--- src/rtl/mc_ctrl_if.sv ---
// Control/datapath bundle for mc_ctrl: instruction fields and memory handshake in,
// write enables, mux selects and status out.
interface mc_ctrl_if #(
  parameter int unsigned CNT_W = 32
);
  logic [5:0]       op;
  logic [5:0]       funct;
  logic             zero;
  logic             mem_rdy;
  logic             pc_we;
  logic             ir_we;
  logic             rf_we;
  logic             dm_we;
  logic [1:0]       npc_sel;
  logic [1:0]       alu_op;
  logic             alu_src_b;
  logic             ext_op;
  logic [1:0]       reg_dst;
  logic [1:0]       wd_sel;
  logic [2:0]       state;
  logic             instr_done;
  logic             illegal;
  logic [CNT_W-1:0] instr_cnt;

  modport master (
    output op, funct, zero, mem_rdy,
    input  pc_we, ir_we, rf_we, dm_we, npc_sel, alu_op, alu_src_b, ext_op,
    input  reg_dst, wd_sel, state, instr_done, illegal, instr_cnt
  );

  modport slave (
    input  op, funct, zero, mem_rdy,
    output pc_we, ir_we, rf_we, dm_we, npc_sel, alu_op, alu_src_b, ext_op,
    output reg_dst, wd_sel, state, instr_done, illegal, instr_cnt
  );
endinterface

--- src/rtl/mc_ctrl.sv ---
// Multi-cycle IF/ID/EX/MEM/WB control FSM for the MIPS-lite datapath, with a
// retired-instruction counter.
module mc_ctrl #(
  parameter int unsigned CNT_W = 32
) (
  input logic   clk,
  input logic   reset,
  mc_ctrl_if.slave bus
);

  typedef enum logic [2:0] {
    StIf  = 3'd0,
    StId  = 3'd1,
    StEx  = 3'd2,
    StMem = 3'd3,
    StWb  = 3'd4
  } state_e;

  localparam logic [1:0] NpcSeq = 2'd0;
  localparam logic [1:0] NpcBr  = 2'd1;
  localparam logic [1:0] NpcJmp = 2'd2;
  localparam logic [1:0] NpcReg = 2'd3;

  localparam logic [1:0] AluAdd = 2'd0;
  localparam logic [1:0] AluSub = 2'd1;
  localparam logic [1:0] AluOr  = 2'd2;
  localparam logic [1:0] AluLui = 2'd3;

  state_e           r_state;
  state_e           w_state_nxt;
  logic [CNT_W-1:0] r_cnt;

  logic       w_addu, w_subu, w_jr, w_nop, w_ori, w_lw, w_sw, w_beq, w_lui, w_j, w_jal;
  logic       w_rtype, w_illegal_dec;
  logic       w_pc_we, w_ir_we, w_rf_we, w_dm_we, w_alu_src_b, w_ext_op, w_done, w_illegal;
  logic [1:0] w_npc_sel, w_alu_op, w_reg_dst, w_wd_sel;

  always_comb begin
    w_rtype       = (bus.op == 6'h00);
    w_addu        = w_rtype && (bus.funct == 6'h21);
    w_subu        = w_rtype && (bus.funct == 6'h23);
    w_jr          = w_rtype && (bus.funct == 6'h08);
    w_nop         = w_rtype && (bus.funct == 6'h00);
    w_ori         = (bus.op == 6'h0d);
    w_lw          = (bus.op == 6'h23);
    w_sw          = (bus.op == 6'h2b);
    w_beq         = (bus.op == 6'h04);
    w_lui         = (bus.op == 6'h0f);
    w_j           = (bus.op == 6'h02);
    w_jal         = (bus.op == 6'h03);
    w_illegal_dec = !(w_addu || w_subu || w_jr || w_nop || w_ori || w_lw || w_sw ||
                      w_beq || w_lui || w_j || w_jal);
  end

  always_comb begin
    w_state_nxt = StIf;
    w_pc_we     = 1'b0;
    w_ir_we     = 1'b0;
    w_rf_we     = 1'b0;
    w_dm_we     = 1'b0;
    w_npc_sel   = NpcSeq;
    w_alu_op    = AluAdd;
    w_alu_src_b = 1'b0;
    w_ext_op    = 1'b0;
    w_reg_dst   = 2'd0;
    w_wd_sel    = 2'd0;
    w_done      = 1'b0;
    w_illegal   = 1'b0;

    case (r_state)
      StIf: begin
        w_pc_we     = bus.mem_rdy;
        w_ir_we     = bus.mem_rdy;
        w_state_nxt = bus.mem_rdy ? StId : StIf;
      end

      StId: begin
        w_state_nxt = StEx;
        if (w_j || w_jal) begin
          w_pc_we     = 1'b1;
          w_npc_sel   = NpcJmp;
          w_state_nxt = StIf;
          w_done      = 1'b1;
          if (w_jal) begin
            w_rf_we   = 1'b1;
            w_reg_dst = 2'd2;
            w_wd_sel  = 2'd2;
          end
        end else if (w_jr) begin
          w_pc_we     = 1'b1;
          w_npc_sel   = NpcReg;
          w_state_nxt = StIf;
          w_done      = 1'b1;
        end else if (w_nop || w_illegal_dec) begin
          w_illegal   = w_illegal_dec;
          w_state_nxt = StIf;
          w_done      = 1'b1;
        end
      end

      StEx: begin
        w_state_nxt = StWb;
        if (w_subu) begin
          w_alu_op = AluSub;
        end else if (w_ori) begin
          w_alu_op    = AluOr;
          w_alu_src_b = 1'b1;
        end else if (w_lui) begin
          w_alu_op    = AluLui;
          w_alu_src_b = 1'b1;
        end else if (w_lw || w_sw) begin
          w_alu_src_b = 1'b1;
          w_ext_op    = 1'b1;
          w_state_nxt = StMem;
        end else if (w_beq) begin
          // Branch target adder needs the sign-extended offset only when taken.
          w_alu_op    = AluSub;
          w_pc_we     = bus.zero;
          w_npc_sel   = bus.zero ? NpcBr : NpcSeq;
          w_ext_op    = bus.zero;
          w_state_nxt = StIf;
          w_done      = 1'b1;
        end
      end

      StMem: begin
        w_alu_src_b = 1'b1;
        w_ext_op    = 1'b1;
        w_dm_we     = w_sw;
        w_state_nxt = StMem;
        if (bus.mem_rdy) begin
          w_state_nxt = w_sw ? StIf : StWb;
          w_done      = w_sw;
        end
      end

      StWb: begin
        w_rf_we     = 1'b1;
        w_reg_dst   = w_rtype ? 2'd1 : 2'd0;
        w_wd_sel    = w_lw ? 2'd1 : 2'd0;
        w_state_nxt = StIf;
        w_done      = 1'b1;
      end

      default: w_state_nxt = StIf;
    endcase
  end

  always_ff @(posedge clk or negedge reset) begin
    if (!reset) begin
      r_state <= StIf;
      r_cnt   <= '0;
    end else begin
      r_state <= w_state_nxt;
      if (w_done) r_cnt <= r_cnt + CNT_W'(1);
    end
  end

  // Outputs are forced low asynchronously so nothing writes while reset is held.
  assign bus.pc_we      = reset & w_pc_we;
  assign bus.ir_we      = reset & w_ir_we;
  assign bus.rf_we      = reset & w_rf_we;
  assign bus.dm_we      = reset & w_dm_we;
  assign bus.npc_sel    = reset ? w_npc_sel : 2'd0;
  assign bus.alu_op     = reset ? w_alu_op : 2'd0;
  assign bus.alu_src_b  = reset & w_alu_src_b;
  assign bus.ext_op     = reset & w_ext_op;
  assign bus.reg_dst    = reset ? w_reg_dst : 2'd0;
  assign bus.wd_sel     = reset ? w_wd_sel : 2'd0;
  assign bus.state      = reset ? r_state : 3'd0;
  assign bus.instr_done = reset & w_done;
  assign bus.illegal    = reset & w_illegal;
  assign bus.instr_cnt  = r_cnt;

endmodule

--- src/flat_wrapper.sv ---
// flat-port wrapper written by rule: the top's interface ports become plain ports
module mc_ctrl_flat 
#(
  parameter int unsigned CNT_W = 32
)
  (clk, reset, bus_op, bus_funct, bus_zero, bus_mem_rdy, bus_pc_we, bus_ir_we, bus_rf_we, bus_dm_we, bus_npc_sel, bus_alu_op, bus_alu_src_b, bus_ext_op, bus_reg_dst, bus_wd_sel, bus_state, bus_instr_done, bus_illegal, bus_instr_cnt);
  mc_ctrl_if #(.CNT_W(CNT_W)) bus_i ();
  input logic clk;
  input logic reset;
  input wire logic [$bits(bus_i.op)-1:0] bus_op;
  input wire logic [$bits(bus_i.funct)-1:0] bus_funct;
  input wire logic [$bits(bus_i.zero)-1:0] bus_zero;
  input wire logic [$bits(bus_i.mem_rdy)-1:0] bus_mem_rdy;
  output wire logic [$bits(bus_i.pc_we)-1:0] bus_pc_we;
  output wire logic [$bits(bus_i.ir_we)-1:0] bus_ir_we;
  output wire logic [$bits(bus_i.rf_we)-1:0] bus_rf_we;
  output wire logic [$bits(bus_i.dm_we)-1:0] bus_dm_we;
  output wire logic [$bits(bus_i.npc_sel)-1:0] bus_npc_sel;
  output wire logic [$bits(bus_i.alu_op)-1:0] bus_alu_op;
  output wire logic [$bits(bus_i.alu_src_b)-1:0] bus_alu_src_b;
  output wire logic [$bits(bus_i.ext_op)-1:0] bus_ext_op;
  output wire logic [$bits(bus_i.reg_dst)-1:0] bus_reg_dst;
  output wire logic [$bits(bus_i.wd_sel)-1:0] bus_wd_sel;
  output wire logic [$bits(bus_i.state)-1:0] bus_state;
  output wire logic [$bits(bus_i.instr_done)-1:0] bus_instr_done;
  output wire logic [$bits(bus_i.illegal)-1:0] bus_illegal;
  output wire logic [$bits(bus_i.instr_cnt)-1:0] bus_instr_cnt;
  assign bus_i.op = bus_op;
  assign bus_i.funct = bus_funct;
  assign bus_i.zero = bus_zero;
  assign bus_i.mem_rdy = bus_mem_rdy;
  assign bus_pc_we = bus_i.pc_we;
  assign bus_ir_we = bus_i.ir_we;
  assign bus_rf_we = bus_i.rf_we;
  assign bus_dm_we = bus_i.dm_we;
  assign bus_npc_sel = bus_i.npc_sel;
  assign bus_alu_op = bus_i.alu_op;
  assign bus_alu_src_b = bus_i.alu_src_b;
  assign bus_ext_op = bus_i.ext_op;
  assign bus_reg_dst = bus_i.reg_dst;
  assign bus_wd_sel = bus_i.wd_sel;
  assign bus_state = bus_i.state;
  assign bus_instr_done = bus_i.instr_done;
  assign bus_illegal = bus_i.illegal;
  assign bus_instr_cnt = bus_i.instr_cnt;
  mc_ctrl #(.CNT_W(CNT_W)) u_core (.clk(clk), .reset(reset), .bus(bus_i));
endmodule
--- config.mk ---
export PLATFORM = sky130hd
export DESIGN_NAME = mc_ctrl_flat
export DESIGN_NICKNAME = d
export VERILOG_FILES = /design/src/rtl/mc_ctrl_if.sv /design/src/rtl/mc_ctrl.sv /design/src/flat_wrapper.sv
export SDC_FILE = /design/constraint.sdc
export NUM_CORES = 1
export LEC_CHECK = 0
export CORE_AREA = 5 5 76 78
export DETAILED_ROUTE_END_ITERATION = 10
export DIE_AREA = 0 0 81 83
export HOLD_SLACK_MARGIN = 0.1
export PLACE_DENSITY_LB_ADDON = 0.1
export SYNTH_ARGS = -nofsm -noshare
export SYNTH_HDL_FRONTEND = slang
export SYNTH_SLANG_ARGS = --single-unit
--- constraint.sdc ---
create_clock -name clk -period 2.4 [get_ports clk]
set_input_delay 0.36 -clock clk [delete_from_list [all_inputs] [get_ports clk]]
set_output_delay 0.36 -clock clk [all_outputs]
set_load 0.01 [all_outputs]
==> run_results.csv <==
group,metric,value,unit
grt,globalRouteOverflowTotal,0,
drt,drt_pass1_iterations,4,
placement,half_perimeter_wire_length_of_the_detailed_placement_result,5.05,mm
worst_setup_path,crit_type,"in2out",
grt,grt_total_usage,0.212,
drt,drc,0,
drt,detail-route-antenna-nets,0,
final_layout,area_growth,56.1,%
drt,wl,6.73,mm
grt,global_route_wire_length_before_repair,11.4,mm
grt,grt_start_max_net_pins,32,
synthesis,post_synthesis_cell_area,2310,sq um
synthesis,synthesis.area_per_instance,9.45,sq um
sta,timing.max_slew.rel_slack,0.660,
sta,finalSetupTns,0,ns
clock_tree,clk_pin_slew_worst_paths,0.08,ns
synthesis,synth_simple_gate_area_frac,0.294,
worst_setup_path,reg2reg_slack,0.27,ns
synthesis,synth.area.mux_share,0.00922,
clock_tree,clkSinkCount,35,
placement,io_buffer_count,66,
synthesis,synth_top_area_frac,0.380,
worst_setup_path,r2r_end,"u_core.bus.instr_cnt[25]",
final_layout,finalNetCount,384,
synthesis,yosysUniqueCellTypes,53,
clock_tree,clock_path_buffers,2,
synthesis,number_of_flops_mapped_to_enable_cells_by_yosys,0,
worst_setup_path,timing.critical_path.to_type,"primary output",
power,total_leakage_power,1.51,nW
sta,drv_slew,0,
final_layout,layout.cells.most_common_list,"buf_4 (60), clkdlybuf4s50_1 (42), dfrtp_1 (33), nand2_1 (27), xor2_1 (25)",
synthesis,synth_ff_type,"dfrtp_1",
sta,worst_clock_skew,0.0128,ns
worst_setup_path,timing.critical_path.from_type,"input port",
die,fp.dieArea,6720,sq um
clock_tree,clock_tree.root_cell,"clkbuf_8",
drt,routed-via-count,2322,
worst_setup_path,r2r-start,"u_core.bus.instr_cnt[2]",
synthesis,dominant_combinational_cell_family_by_area_after_synthesis,"simple AND/OR/NAND/NOR gates",
synthesis,nets_in_the_synthesized_netlist,261,
clock_tree,cts_made_buffers,5,
grt,antenna_violations_before_repair,0,
status,run_status,"completed",
flow_run,maxCapViolations,0,
die,initial_core_util,0.460,
die,row_count,26,
sta,postLayoutSetupSlackWorst,0.0596,ns
final_layout,layout-drive-gt1-share,0.291,
synthesis,synthTopCellsByArea,"dfrtp_1 (38%), xor2_1 (9.5%), nand2_1 (4.4%), nand3_1 (3.3%), and3_1 (2.4%)",
worst_setup_path,slowest_delay,0.43,ns
worst_setup_path,crit_path_start,"bus_op[2]",
worst_setup_path,worst-endpoint-arrival,1.98,ns
drt,first_iter_violations,73,
sta,fmax,427,MHz
final_layout,antennaDiodeCount,0,
final_layout,layout.cells.most_common,"buf_4",
synthesis,postSynth.asyncResetShare,1.00,
die,die_span_y,83,um
synthesis,yosys_register_bits,35,
sta,worstMarginPinSlew,0.496,ns
synthesis,synth_compound_area_frac,0.159,
die,die_width,81,um
final_layout,fillCellCount,420,
worst_setup_path,count_of_buffer_and_inverter_cells_on_the_critical_path,3,
final_layout,multi_input_gate_area_in_the_final_layout,1430,sq um
final_layout,seq_area,878,sq um
synthesis,netlist_instances,244,
die,core_area,5010,sq um
sta,fin_crit,2.34,ns
worst_setup_path,critical_path_peak_fanout,6,
clock_tree,clkLatencyLatePin,0.29,ns
worst_setup_path,critical_path.cell_chain,"dlygate4sd2_1 > or3_4 > nor3_4 > nand4_1 > a21oi_2 > buf_4 > a311o_1 > buf_2",
synthesis,synth_xor_xnor_area_share,0.114,
placement,place.gp.congestion,0.845,
clock_tree,clock_tree.htree_level_count,2,
drt,vias_per_cell,5.30,
power,vdd.ir_drop.worst,0.371,mV
synthesis,synth_adder_area_share,0.00543,
worst_setup_path,reg2reg_depth,6,
sta,setup_viol_count_final,0,
synthesis,synth.largest_area_cell,"dfrtp_1",
drt,post_drt_wl_per_cell,15.4,um
placement,pre_cts_slack,-0.642,ns
power,pwr_density_cell,512,nW/um^2
worst_setup_path,cp.required,2.04,ns
die,io_pins,67,
sta,post-route-period-util,0.975,
synthesis,seq_area_frac_synth,0.380,
worst_setup_path,critPathTopFamily,"simple AND/OR/NAND/NOR gates",
sta,rsz0062_at_grt,"no",
sta,timing_hold_violations_final,0,
grt,grt_pass1_vias,2368,
clock_tree,cts_tree,"built",
synthesis,synth-warning-count,0,
sta,final.hold.worst_slack,0.318,ns
worst_setup_path,worst_path_max_delay_cell,"or3_4",
hold_path,hp-class,"in2async",
-- Yosys cell counts (5+ instances only) --
master	n
nand4_1	5
inv_1	6
nor2_1	12
o21ai_0	5
and3_1	9
and4_1	6
nand2_1	27
dfrtp_1	35
xnor2_1	5
a21oi_1	8
xor2_1	25
nor3_1	11
a211oi_1	6
nand3_1	15
clkbuf_1	6
-- how the worst max path moves through the flow --
stage	depth (start not counted)	slack, ns	end
after floorplan	7	0.1	bus_pc_we
after global placement	8	-0.58	bus_pc_we
after detailed placement	8	-0.64	bus_pc_we
after CTS	5	0.001	bus_alu_src_b
after global routing	9	0.003	bus_illegal
final	8	0.06	bus_pc_we
-- tightest hold or removal path, delay by kind of cell --
kind	cells	cell delay, ns
buffers and inverters	3	0.67
-- metal layers --
metal / GRT usage / share of wire
met5: 0 / 0
met4: 0.0599 / 0.013
met3: 0.0433 / 0.046
met2: 0.363 / 0.51
met1: 0.264 / 0.43
-- logic make-up (layout without fill, tap and decap cells) --
family / after synthesis / after routing
adders and majority gates: 1 / 1
and+or+nand+nor: 116 / 116
AOI/OAI and AO/OA: 42 / 42
buffers and inverters: 18 / 142
xor gates and xnor gates: 30 / 30
muxes: 2 / 2
DFF: 35 / 35
-- power by group --
group / leakage, nW / internal, mW / total (mW) / switching [mW]
Combinational: 1.09 / 0.332 / 0.674 / 0.342
Sequential: 0.383 / 0.667 / 0.751 / 0.0835
Clock: 0.0412 / 0.203 / 0.417 / 0.214
Total: 1.51 / 1.20 / 1.84 / 0.640
-- state kept, by name, indices dropped and copies added (netlist names) --
signal and flops:
u_core.r_state 3, u_core.bus.instr_cnt 32
-- through the flow --
step                cells  cell area (sq um)  total power [mW]   util
floorplan             244               2310              1.05      -
global placement      424               3400              1.41  0.679
detailed placement    424               3400              1.42  0.679
CTS                   436               3570              1.85  0.712
global route          438               3600              1.96  0.719
finish                438               3600              1.84  0.719
-- area by class of cell --
cell class,instances,share of cell area
clock buffers,6,0.0202
clock inverters,2,0.00348
inverters,6,0.00626
multi-input cells,191,0.398
flip-flops and latches,35,0.244
well taps,70,0.0243
repair buffers,128,0.304
-- what timing repair did --
item                                    CTS  global route
endpoints found under the setup margin   22            12
cloned                                    0             0
hold endpoints to repair                  4             0
gates resized for setup                  64             8
buffers inserted                          3             2
pin swaps                                 9             6
hold buffers                              1             0
No activity file was read; power rests on OpenSTA's default activity.
